==> src/rtl/rf_write_arbiter.sv <==
// Shares the register-file write port between the WB stage and the mult/div unit (MC),
// with per-requester FIFOs, WB priority and an MC starvation guard. Macro RFARB_FWD_EN adds commit forwarding ports.
module rf_write_arbiter #(
    parameter int FIFO_DEPTH   = 2,
    parameter int STARVE_LIMIT = 4
) (
    input  logic        CLK,
    input  logic        RST,
    input  logic        wb_valid,
    output logic        wb_ready,
    input  logic [4:0]  wb_sel,
    input  logic [31:0] wb_dat,
    input  logic        mc_valid,
    output logic        mc_ready,
    input  logic [4:0]  mc_sel,
    input  logic [31:0] mc_dat,
    output logic        WEN,
    output logic [4:0]  wsel,
    output logic [31:0] wdat,
    output logic [31:0] pending
`ifdef RFARB_FWD_EN
    ,
    input  logic [4:0]  rsel1,
    input  logic [4:0]  rsel2,
    output logic        fwd1_hit,
    output logic        fwd2_hit,
    output logic [31:0] fwd1_dat,
    output logic [31:0] fwd2_dat
`endif
);
    localparam int AW     = (FIFO_DEPTH > 1) ? $clog2(FIFO_DEPTH) : 1;
    localparam int SW     = $clog2(STARVE_LIMIT + 1);
    localparam int REQ_WB = 0;
    localparam int REQ_MC = 1;

    logic [1:0]            push, pop, full, empty;
    logic [AW-1:0]         wr_ptr_q [2];
    logic [AW-1:0]         rd_ptr_q [2];
    logic [AW:0]           cnt_q    [2];
    logic [FIFO_DEPTH-1:0] vld_q    [2];
    logic [FIFO_DEPTH-1:0] vld_d    [2];
    logic [4:0]            sel_mem_q [2][FIFO_DEPTH];
    logic [31:0]           dat_mem_q [2][FIFO_DEPTH];
    logic [4:0]            head_sel [2];
    logic [31:0]           head_dat [2];

    logic                  force_mc, grant_mc, grant_wb;
    logic [SW-1:0]         starve_q, starve_d;
    logic                  wen_q, wen_d;
    logic [4:0]            wsel_q, wsel_d;
    logic [31:0]           wdat_q, wdat_d;

    // Ready depends only on occupancy, so a pop in the same cycle never opens a full FIFO.
    assign wb_ready = !RST && !full[REQ_WB];
    assign mc_ready = !RST && !full[REQ_MC];
    assign push     = {mc_valid && mc_ready, wb_valid && wb_ready};
    assign pop      = {grant_mc, grant_wb};

    always_comb begin
        for (int r = 0; r < 2; r++) begin
            full[r]     = (cnt_q[r] == (AW+1)'(FIFO_DEPTH));
            empty[r]    = (cnt_q[r] == '0);
            head_sel[r] = sel_mem_q[r][rd_ptr_q[r]];
            head_dat[r] = dat_mem_q[r][rd_ptr_q[r]];
            vld_d[r]    = vld_q[r];
            if (pop[r])  vld_d[r][rd_ptr_q[r]] = 1'b0;
            if (push[r]) vld_d[r][wr_ptr_q[r]] = 1'b1;
        end
    end

    always_ff @(posedge CLK) begin
        for (int r = 0; r < 2; r++) begin
            if (RST) begin
                wr_ptr_q[r] <= '0;
                rd_ptr_q[r] <= '0;
                cnt_q[r]    <= '0;
                vld_q[r]    <= '0;
            end else begin
                vld_q[r] <= vld_d[r];
                if (push[r]) wr_ptr_q[r] <= wr_ptr_q[r] + 1'b1;
                if (pop[r])  rd_ptr_q[r] <= rd_ptr_q[r] + 1'b1;
                if (push[r] && !pop[r])      cnt_q[r] <= cnt_q[r] + 1'b1;
                else if (pop[r] && !push[r]) cnt_q[r] <= cnt_q[r] - 1'b1;
            end
        end
    end

    // NOTE: FIFO storage is deliberately not reset; vld_q alone marks which slots hold live writes.
    always_ff @(posedge CLK) begin
        for (int r = 0; r < 2; r++) begin
            if (push[r]) begin
                sel_mem_q[r][wr_ptr_q[r]] <= (r == REQ_WB) ? wb_sel : mc_sel;
                dat_mem_q[r][wr_ptr_q[r]] <= (r == REQ_WB) ? wb_dat : mc_dat;
            end
        end
    end

    always_comb begin
        force_mc = (starve_q == SW'(STARVE_LIMIT)) && !empty[REQ_MC];
        grant_mc = !empty[REQ_MC] && (force_mc || empty[REQ_WB]);
        grant_wb = !empty[REQ_WB] && !grant_mc;

        starve_d = starve_q;
        if (empty[REQ_MC] || grant_mc)         starve_d = '0;
        else if (starve_q != SW'(STARVE_LIMIT)) starve_d = starve_q + 1'b1;

        // Register 0 writes are consumed but never raise the write enable.
        wen_d  = 1'b0;
        wsel_d = wsel_q;
        wdat_d = wdat_q;
        if (grant_mc) begin
            wen_d  = (head_sel[REQ_MC] != '0);
            wsel_d = head_sel[REQ_MC];
            wdat_d = head_dat[REQ_MC];
        end else if (grant_wb) begin
            wen_d  = (head_sel[REQ_WB] != '0);
            wsel_d = head_sel[REQ_WB];
            wdat_d = head_dat[REQ_WB];
        end
    end

    always_ff @(posedge CLK) begin
        if (RST) begin
            starve_q <= '0;
            wen_q    <= 1'b0;
            wsel_q   <= '0;
            wdat_q   <= '0;
        end else begin
            starve_q <= starve_d;
            wen_q    <= wen_d;
            wsel_q   <= wsel_d;
            wdat_q   <= wdat_d;
        end
    end

    assign WEN  = wen_q;
    assign wsel = wsel_q;
    assign wdat = wdat_q;

    always_comb begin
        pending = '0;
        for (int r = 0; r < 2; r++) begin
            for (int i = 0; i < FIFO_DEPTH; i++) begin
                if (vld_q[r][i]) pending[sel_mem_q[r][i]] = 1'b1;
            end
        end
        if (wen_q) pending[wsel_q] = 1'b1;
        pending[0] = 1'b0;
    end

`ifdef RFARB_FWD_EN
    assign fwd1_hit = wen_q && (wsel_q == rsel1) && (rsel1 != '0);
    assign fwd2_hit = wen_q && (wsel_q == rsel2) && (rsel2 != '0);
    assign fwd1_dat = fwd1_hit ? wdat_q : '0;
    assign fwd2_dat = fwd2_hit ? wdat_q : '0;
`endif

endmodule
==> config.mk <==
export PLATFORM = sky130hd
export DESIGN_NAME = rf_write_arbiter
export DESIGN_NICKNAME = d
export VERILOG_FILES = /design/src/rtl/rf_write_arbiter.sv
export SDC_FILE = /design/constraint.sdc
export NUM_CORES = 1
export LEC_CHECK = 0
export ABC_AREA = 0
export BUFFER_PORTS_ARGS = -buffer_cell sky130_fd_sc_hd__buf_2
export CORE_ASPECT_RATIO = 1.25
export CORE_MARGIN = 2
export CORE_UTILIZATION = 30
export CTS_CLUSTER_SIZE = 30
export DETAILED_ROUTE_END_ITERATION = 16
export GPL_TIMING_DRIVEN = 0
export HOLD_SLACK_MARGIN = 0.12
export SYNTH_ARGS = -nofsm -noshare
export SYNTH_HDL_FRONTEND = slang
export SYNTH_SLANG_ARGS = --single-unit
==> constraint.sdc <==
create_clock -name CLK -period 2.8 [get_ports CLK]
set_clock_uncertainty 0.15 [all_clocks]
set_input_delay 0.56 -clock CLK [delete_from_list [all_inputs] [get_ports CLK]]
set_output_delay 0.56 -clock CLK [all_outputs]
set_load 0.02 [all_outputs]
==> impl_metrics.ini <==
[logic_synthesis]
postSynth.asyncResetShare_pct = 0
synth_seq_cells = 201
synth_seq_area_share_pct = 61.8
synthesis.area_um2 = 9030
synth_top_family_by_area = simple AND/OR/NAND/NOR gates
synth_top_area_share_pct = 51.9
syn_nets = 844
synthXorXnorAreaFrac_pct = 0.194
synth_common_cells = 156 x edfxtp_1, 79 x nor2_1, 45 x dfxtp_1, 40 x clkbuf_1
synth_fa_ha_area_share_pct = 0.554
synth_compound_area_share_pct = 12.9
synth.area.top_cells = edfxtp_1 52%, dfxtp_1 10%, nor2_1 3.3%
synth-edff-count = 156
synth-simple-area-share_pct = 19.9
syn_inst = 762
synth_area_per_cell_um2 = 11.9
yosys_warnings = 0
synth_top_area_cell = edfxtp_1
ys.flop_type = edfxtp_1
yosysUniqueCellTypes = 44
synthMuxAreaShare_pct = 1.25
yosys.cell_count.top_type = edfxtp_1

[layout]
syn_to_final_growth_pct = 32.1
final-seq-area_um2 = 5590
final_layout_size_suffix_gt1_share_pct = 25.7
post-route-util_pct = 40.0
multi_input_area_um2 = 3230
layoutNonFillerInstCount = 1420
diodes = 0
fin_nets = 1087
num-fill-cells = 2931

[clock_tree]
cts_tree = done
clk_pin_slew_worst_paths_ps = 60
clock_path_buffers = 3
htreeDepth = 1
cts.sinks = 201
clockRootBuffer = clkbuf_16
insertion_delay_ps = 490
numCtsBuffers = 20

[timing]
setup_violations = 0
fin_ws_ps = 69.4
slew_viol_final = 0
setup_tns_ps = 0
finalCritPeriodShare_pct = 97.5
hold_viol_final = 0
maxSlewHeadroom_pct = 52.8
tightest_slew_ps = 706
fmax_mhz = 366
rsz0062_at_grt = no
fin_crit_ps = 2730

[die]
initial_utilization_pct = 30.3
die_x_um = 159
std_cell_rows = 71
die_y_um = 198
io_pins = 150
core_region_area_um2 = 29800
dieArea_um2 = 31500

[run]
cap_violations = 0

[grt]
grt_start_max_net_pins = 27
grt_usage_pct = 17.1
grt_pass1_wl_um = 41600
antenna_found_initial = 0
grt_pass1_vias = 7196
grt_overflow_total = 0

[placement]
dp_cells = 1315
pre_cts_ws_ps = 113
place.gp.congestion = 0.876
dp_hpwl_um = 19200
port_buffers = 148

[critical_path]
setup.worst_path.end_class = output pin
cp.arrival_ps = 2020
start_kind = flip-flop
cp.required_ps = 2090
worst-setup-path-type = flip-flop to output pin
worstPathMaxFanout = 9

[detailed_routing]
wirelength_um = 27800
drt_iter0_drc = 466
ant_nets = 0
drt-pass1-iter-count = 5
viasPerCell = 5.10
post_drt_wl_per_cell_um = 19.6
drc_errors = 0
vias = 7243

[pwr]
power.density_nw_per_um2 = 869
peakVddDrop_mv = 0.419
leakage_nw = 4.33

[min_path]
hold_class = input pin to flip-flop

[run_status]
status = finished, final reports clean
## final cells by class
| cell class | count | area share (%) |
|---|---|---|
| Buffer | 42 | 1.59 |
| Clock inverter | 13 | 1.48 |
| Sequential cell | 201 | 46.8 |
| Multi-Input combinational cell | 487 | 27.1 |
| Clock buffer | 23 | 4.47 |
| Timing Repair Buffer | 239 | 13.9 |
| Inverter | 14 | 0.440 |
| Tap cell | 401 | 4.21 |
## power by group
group	leakage, nW	internal (mW)	switching, mW
Clock	0.342	1.74	1.13
Sequential	1.81	3.69	0.299
Combinational	2.18	1.20	2.30
Total	4.33	6.64	3.73
## registers in the layout (all words and copies together) (netlist names)
name / count
WEN: 1
cnt_q: 4
dat_mem_q: 128
rd_ptr_q: 2
sel_mem_q: 20
starve_q: 3
vld_q: 4
wdat: 32
wr_ptr_q: 2
wsel: 5
## timing repair
item	CTS	global route
endpoints found under the hold margin	128	14
setup buffers	8	8
endpoints found under the setup margin	16	29
gates resized for setup	17	10
hold buffers	64	7
## layer usage
metal / track usage [%] / up-vias / wire length (um)
met3: 2.53 / 51 / 1540
met4: 4.81 / 0 / 624
met5: 0 / - / 0
met2: 32.2 / 270 / 14600
met1: 20.1 / 3500 / 11000
li1: - / 3422 / -
## cells in the final DEF, fill, tap and decap left out, types with 25 or more instances in the layout
cell type / netlist / layout
buf_2: 13 / 159
edfxtp_1: 156 / 156
nor2_1: 79 / 79
dlygate4sd3_1: 0 / 71
dfxtp_1: 45 / 43
a211oi_1: 33 / 33
nor2b_1: 33 / 33
nor4_1: 33 / 33
and2_1: 32 / 32
a2111oi_0: 32 / 32
a22oi_1: 29 / 29
nand2_1: 25 / 25
nand3_1: 25 / 25
## per-stage QoR
step                      hold WS, ps  power (mW)  instance area [um2]
after floorplan                   352        6.16                 9030
after global placement            331        7.41                10300
after detailed placement          333        7.47                10400
after CTS                         120        10.5                11800
after global routing              123        11.0                11900
final                             133        10.4                11900
## logic make-up (layout without fill, tap and decap cells)
family / Yosys count / count (layout)
AOI/OAI and AO/OA: 148 / 148
xor gates and xnor gates: 2 / 2
adders and majority gates: 4 / 4
buffers and inverters: 74 / 331
DFF: 201 / 201
muxes: 11 / 11
other: 1 / 1
and+or+nand+nor: 321 / 321
## final timing paths
check | start | endpoint | slack [ps] | cells after the start
worst max register to register | cnt_q[0][0]$_DFFE_PP_ | dat_mem_q[0][55]$_DFFE_PP_ | 370 | 6
worst max-delay path | sel_mem_q[0][16]$_DFFE_PP_ | pending[12] | 70 | 3
worst min register to register | wdat[23]$_SDFFE_PP0P_ | wdat[23]$_SDFFE_PP0P_ | 340 | 2
worst min-delay path | mc_dat[21] | dat_mem_q[0][85]$_DFFE_PP_ | 130 | 1
## worst max-delay path, cell delays in order (launching register included)
cell	delay (ps)
edfxtp_1	550
or3b_2	550
o221ai_1	240
buf_4	180
(Power assumes the default switching activity.)
